## src/rtl/llr_frame_loader.sv

```systemverilog
// llr_frame_loader
// Front/back end for the min-sum LDPC decoder. Channel LLRs arrive one per
// beat on a valid/ready stream. Each beat is symmetrically saturated and
// written into a shadow buffer. When N beats have been collected, the frame
// is copied to the decoder-facing register and the decoder is held in reset
// for RST_CYCLES cycles. The loader then waits for the decoder's done code,
// or forces the frame done after TIMEOUT run cycles. The result is presented
// on a valid/ready output. While one frame decodes, the next can already fill
// the shadow buffer.
//
// Ports
//   clk, rst      clock; synchronous active-high reset
//   cfg_max_iter  iteration limit, latched at frame launch
//   in_valid/in_ready/in_llr            serial LLR input stream
//   dec_llrs      packed frame to the decoder (slot k at [(k+1)*WIDTH-1:k*WIDTH])
//   dec_rst       decoder reset (low only while the frame is running)
//   dec_max_iter  latched iteration limit
//   dec_done/dec_result/dec_iter        decoder status inputs
//   out_valid/out_ready                 result handshake
//   out_cw/out_status/out_iter          captured codeword, status, iterations
//                 (status 10 parity ok, 01 iteration limit, 11 timeout)
module llr_frame_loader #(
   parameter int WIDTH      = 20,
   parameter int N          = 6,
   parameter int RST_CYCLES = 2,
   parameter int TIMEOUT    = 256
) (
   input  logic                    clk,
   input  logic                    rst,
   input  logic [WIDTH-1:0]        cfg_max_iter,
   input  logic                    in_valid,
   output logic                    in_ready,
   input  logic signed [WIDTH-1:0] in_llr,
   output logic [N*WIDTH-1:0]      dec_llrs,
   output logic                    dec_rst,
   output logic [WIDTH-1:0]        dec_max_iter,
   input  logic [1:0]              dec_done,
   input  logic [N-1:0]            dec_result,
   input  logic [WIDTH-1:0]        dec_iter,
   output logic                    out_valid,
   input  logic                    out_ready,
   output logic [N-1:0]            out_cw,
   output logic [1:0]              out_status,
   output logic [WIDTH-1:0]        out_iter
);

   localparam int RUN_W    = $clog2(TIMEOUT) + 1;
   localparam int LAUNCH_W = $clog2(RST_CYCLES) + 1;
   localparam int IDX_W    = (N > 1) ? $clog2(N) : 1;

   typedef enum logic [1:0] {S_IDLE, S_LAUNCH, S_RUN, S_OUTPUT} state_t;

   // The most negative code has no positive counterpart; fold it in by one
   // so the LLR range is symmetric around zero.
   function automatic logic signed [WIDTH-1:0] sat_llr(input logic signed [WIDTH-1:0] x);
      logic signed [WIDTH-1:0] neg_min;
      neg_min = {1'b1, {(WIDTH-1){1'b0}}};
      if (x == neg_min) return {1'b1, {(WIDTH-2){1'b0}}, 1'b1};
      return x;
   endfunction

   state_t                      r_state, w_nstate;
   logic [N-1:0][WIDTH-1:0]     r_shadow;
   logic [IDX_W-1:0]            r_idx;
   logic                        r_shadow_full;
   logic [N*WIDTH-1:0]          r_dec_llrs;
   logic [WIDTH-1:0]            r_max_iter;
   logic [LAUNCH_W-1:0]         r_launch_cnt;
   logic [RUN_W-1:0]            r_run_cnt;
   logic                        r_out_valid;
   logic [N-1:0]                r_out_cw;
   logic [1:0]                  r_out_status;
   logic [WIDTH-1:0]            r_out_iter;

   logic                        w_accept;
   logic                        w_transfer;
   logic                        w_capture;
   logic                        w_handshake;
   logic [1:0]                  w_cap_status;
   logic                        w_dec_rst;

   assign w_accept     = in_valid && !r_shadow_full;
   assign in_ready     = !r_shadow_full;
   assign dec_llrs     = r_dec_llrs;
   assign dec_rst      = w_dec_rst;
   assign dec_max_iter = r_max_iter;
   assign out_valid    = r_out_valid;
   assign out_cw       = r_out_cw;
   assign out_status   = r_out_status;
   assign out_iter     = r_out_iter;

   always_ff @(posedge clk) begin
      if (rst) r_state <= S_IDLE;
      else     r_state <= w_nstate;
   end

   always_comb begin
      w_nstate     = r_state;
      w_transfer   = 1'b0;
      w_capture    = 1'b0;
      w_handshake  = 1'b0;
      w_cap_status = dec_done;
      w_dec_rst    = 1'b1;
      case (r_state)
         S_IDLE: begin
            if (r_shadow_full) begin
               w_transfer = 1'b1;
               w_nstate   = S_LAUNCH;
            end
         end
         S_LAUNCH: begin
            if (r_launch_cnt == LAUNCH_W'(RST_CYCLES - 1)) w_nstate = S_RUN;
         end
         S_RUN: begin
            w_dec_rst = 1'b0;
            // A real done code takes priority over the local timeout.
            if (dec_done != 2'b00) begin
               w_capture = 1'b1;
               w_nstate  = S_OUTPUT;
            end else if (r_run_cnt == RUN_W'(TIMEOUT - 1)) begin
               w_capture    = 1'b1;
               w_cap_status = 2'b11;
               w_nstate     = S_OUTPUT;
            end
         end
         S_OUTPUT: begin
            if (out_ready) begin
               w_handshake = 1'b1;
               // Go straight to the next launch when a frame is already waiting.
               if (r_shadow_full) begin
                  w_transfer = 1'b1;
                  w_nstate   = S_LAUNCH;
               end else begin
                  w_nstate = S_IDLE;
               end
            end
         end
         default: w_nstate = S_IDLE;
      endcase
   end

   // Input side: shadow buffer fill, independent of the decode state.
   always_ff @(posedge clk) begin
      if (rst) begin
         r_idx         <= '0;
         r_shadow_full <= 1'b0;
         r_shadow      <= '0;
      end else begin
         if (w_accept) begin
            r_shadow[r_idx] <= sat_llr(in_llr);
            if (r_idx == IDX_W'(N - 1)) begin
               r_idx         <= '0;
               r_shadow_full <= 1'b1;
            end else begin
               r_idx <= r_idx + 1'b1;
            end
         end else if (w_transfer) begin
            r_shadow_full <= 1'b0;
         end
      end
   end

   // Decode side: frame launch, counters and result capture.
   always_ff @(posedge clk) begin
      if (rst) begin
         r_dec_llrs   <= '0;
         r_max_iter   <= '0;
         r_launch_cnt <= '0;
         r_run_cnt    <= '0;
         r_out_valid  <= 1'b0;
         r_out_cw     <= '0;
         r_out_status <= 2'b00;
         r_out_iter   <= '0;
      end else begin
         if (w_transfer) begin
            r_dec_llrs <= r_shadow;
            r_max_iter <= cfg_max_iter;
         end
         r_launch_cnt <= (r_state == S_LAUNCH) ? r_launch_cnt + 1'b1 : '0;
         r_run_cnt    <= (r_state == S_RUN)    ? r_run_cnt + 1'b1    : '0;
         if (w_capture) begin
            r_out_valid  <= 1'b1;
            r_out_cw     <= dec_result;
            r_out_status <= w_cap_status;
            r_out_iter   <= dec_iter;
         end else if (w_handshake) begin
            r_out_valid <= 1'b0;
         end
      end
   end

endmodule
```

## config.mk

```make
export PLATFORM = sky130hd
export DESIGN_NAME = llr_frame_loader
export DESIGN_NICKNAME = d
export VERILOG_FILES = /design/src/rtl/llr_frame_loader.sv
export SDC_FILE = /design/constraint.sdc
export NUM_CORES = 1
export LEC_CHECK = 0
export CORE_UTILIZATION = 35
export DETAILED_ROUTE_END_ITERATION = 16
export HOLD_SLACK_MARGIN = 0.12
export PLACE_DENSITY = 0.56
export RECOVER_POWER = 100
export REMOVE_ABC_BUFFERS = 1
export SETUP_SLACK_MARGIN = 0.5
export SLEW_MARGIN = 0
export SYNTH_ARGS = -nofsm -noshare
export SYNTH_HDL_FRONTEND = slang
export SYNTH_SLANG_ARGS = --single-unit
```

## constraint.sdc

```tcl
create_clock -name clk -period 2.5 [get_ports clk]
set_clock_uncertainty 0.15 [all_clocks]
set_input_delay 0.375 -clock clk [delete_from_list [all_inputs] [get_ports clk]]
set_output_delay 0.375 -clock clk [all_outputs]
set_load 0.02 [all_outputs]
```

==> results of run 1 <==
[report_power, final]
| group | switching, mW | internal [mW] |
|---|---|---|
| Sequential | 0.0576 | 4.96 |
| Combinational | 0.379 | 0.305 |
| Clock | 1.98 | 2.94 |
[critical path: cells and delay by family, from the launching register on]
kind | cells | cell delay [ps]
adder cells (fa/ha/maj) | 1 | 210
buffers and inverters | 2 | 390
AND/OR/NAND/NOR | 6 | 970
flip-flops | 1 | 310
AO/OA/AOI/OAI | 1 | 110
[final timing paths]
check | startpoint | endpoint | slack, ps | depth (start not counted)
max reg2reg | r_run_cnt[4]$_SDFF_PP0_ | out_iter[16]$_SDFFE_PP0P_ | 280 | 10
min reg2reg | r_launch_cnt[0]$_SDFF_PP0_ | r_launch_cnt[0]$_SDFF_PP0_ | 270 | 1
max | r_run_cnt[4]$_SDFF_PP0_ | out_iter[16]$_SDFFE_PP0P_ | 280 | 10
min | cfg_max_iter[1] | dec_max_iter[1]$_SDFFE_PP0P_ | 270 | 3
[logic make-up (layout without fill, tap and decap cells)]
kind of cell	count (synthesis)	count (layout)	synth area share, %
AOI/OAI and AO/OA	281	281	13.51
xor gates and xnor gates	7	7	0.5647
adders and majority gates	8	8	0.9220
buffers and inverters	105	395	4.552
DFF	306	306	56.43
muxes	20	20	1.844
and+or+nand+nor	604	605	22.19
[layout make-up]
cell class	instances	area (µm²)
Clock inverter	9	47.55
Tap cell	396	495.5
Multi-Input combinational cell	921	4518
Inverter	10	37.54
Timing Repair Buffer	322	2654
Clock buffer	54	1070
Fill cell	3123	15630
Sequential cell	306	6135
[per-layer routing]
layer,track usage [%],vias up,share of wire (%)
met5,0,-,0
met4,5.271,0,1.8
met3,3.879,47,5.6
met2,33.30,236,48
met1,26.57,4580,45
li1,-,4849,-
[timing repair]
action | in CTS | in global routing
gates cloned | 4 | 5
hold endpoints to repair | 26 | 0
endpoints found under the setup margin | 227 | 183
buffers inserted | 10 | 4
hold buffers | 1 | 0
gates resized for setup | 89 | 157
pin swaps | 3 | 39
[per-stage QoR]
stage | total power [mW] | util (%) | setup TNS, ps | instance area (µm²)
after CTS | 10.72 | 49.88 | 0 | 15260
after detailed placement | 5.744 | 45.57 | -621.8 | 13940
final | 10.62 | 48.90 | 0 | 14960
after floorplan | 5.346 | - | -388060 | 10400
after global placement | 5.734 | 45.57 | -506.3 | 13940
after global routing | 11.02 | 48.90 | 0 | 14960
[sequential cells by signal, summed over array words and instances, names as in the netlist]
name / count
dec_llrs: 120
r_shadow: 120
dec_max_iter: 20
out_iter: 20
r_run_cnt: 9
out_cw: 6
r_idx: 3
out_status: 2
r_launch_cnt: 2
r_state: 2
out_valid: 1
r_shadow_full: 1
[placed cells by master, fill, tap and decap left out, drive strengths merged, types with 4 or more instances in the layout]
cell,n
xor2,4
clkbuf,150
mux2i,20
nand2b,5
dlygate4sd2,65
a211oi,8
inv,10
nor2,41
nor3,4
and3,5
a21oi,265
buf,69
dlygate4sd3,20
dfxtp,306
nor2b,5
clkdlybuf4s50,69
ha,8
nand2,526
nor4,5
clkinv,8
==> impl_metrics.json, run 1 <==
{
  "dieHeight_um": 178.1,
  "num_antenna_cells": 0,
  "crit_top_cell": "and3_4",
  "final-instance-count-excl-fill": 2018,
  "grt_antenna_before_repair": 0,
  "clk_pin_slew_ps": 50,
  "syn_area_mm2": 0.01086,
  "clk_latency_ps": 510,
  "ir_drop_mv": 0.3897,
  "syn_avg_cell_area_um2": 8.157,
  "wl_mm": 33.43,
  "cts_made_buffers": 35,
  "synthArstFlopShare_pct": 0,
  "hpwl_mm": 20.77,
  "synthMostInstantiatedCell": "nand2_1",
  "antenna_left": 0,
  "synthToLayoutAreaGrowth_pct": 37.77,
  "holdWs_ps": 269.0,
  "vias": 9712,
  "worstMarginPinSlew_ps": 767.3,
  "yosysWarnings": 0,
  "crit_arrival_ps": 2490,
  "cts_tree": "yes",
  "grt_pass1_wl_mm": 49.67,
  "yosysSeqAreaShare_pct": 56.43,
  "slew_viol_final": 0,
  "slowest_delay_ps": 310,
  "initial_core_util_pct": 35.49,
  "outcome": "finished clean",
  "synth_flop_cell": "dfxtp_1",
  "first_pass_iters": 5,
  "crit_required_ps": 2770,
  "finalHoldViolations": 0,
  "drc_errors": 0,
  "worst_setup_path_end_kind": "flip-flop",
  "cts_buffer_depth": 3,
  "synth_area_leaders": "dfxtp_1 56%, nand2_1 18%, a21oi_1 12%",
  "slew_headroom_pct": 48.85,
  "synth_enable_flop_cells": 0,
  "wl_per_cell_um": 16.57,
  "critPathMaxFanout": 6,
  "synth_commonest_cells": "526 x nand2_1, 306 x dfxtp_1, 265 x a21oi_1, 48 x clkbuf_1, 41 x nor2_1",
  "rows": 64,
  "nets": 1676,
  "fin_crit_sh_pct": 88.83,
  "p_leak_nw": 5.443,
  "rsz0062_at_grt": "yes",
  "core_area_mm2": 0.03059,
  "track_usage_pct": 20.08,
  "grt_pass1_vias": 8981,
  "hold_class": "input pin to flip-flop",
  "root_buffer": "clkbuf_16",
  "dieArea_mm2": 0.03173,
  "post-place-ws_ps": -127.8,
  "crit_type": "flip-flop to flip-flop",
  "synth_top_cell_by_area": "dfxtp_1",
  "cp_cell_sequence": "and3_4, and3_4, and3_4, ha_1, buf_6, nor3_4, nand2b_4, clkbuf_2, nand2_1, a21oi_1",
  "powerDensity_mw_per_mm2": 710.3,
  "grt_overflow_total": 0,
  "clock-sinks": 306,
  "setup_ws_ps": 279.3,
  "io_pins": 243,
  "fmax_ghz": 0.4503,
  "postSynthCellCount": 1331,
  "htree_num_levels": 2,
  "io_buffers": 242,
  "drive_gt1_share_pct": 11.96,
  "setup_violations": 0,
  "drt_iter0_drc": 579,
  "fin_crit_ps": 2221,
  "grt_max_degree": 96,
  "dp.cells": 1931,
  "gp_congestion": 0.7497,
  "cap_violations": 0,
  "dieWidth_um": 178.1,
  "start_kind": "flip-flop",
  "ys_types": 40,
  "crit_slowest_cell": "dfxtp_1",
  "synth_top_area_share_pct": 56.43,
  "ys_ff_latch": 306,
  "vias_per_cell": 4.813
}
Power figures use the tool's default switching activity.
==> run 2: changes to the inputs <==
Settings changed: CORE_MARGIN set to 1.
==> results of run 2 <==
Final layout, timing and power as in run 1 (identical DEF).
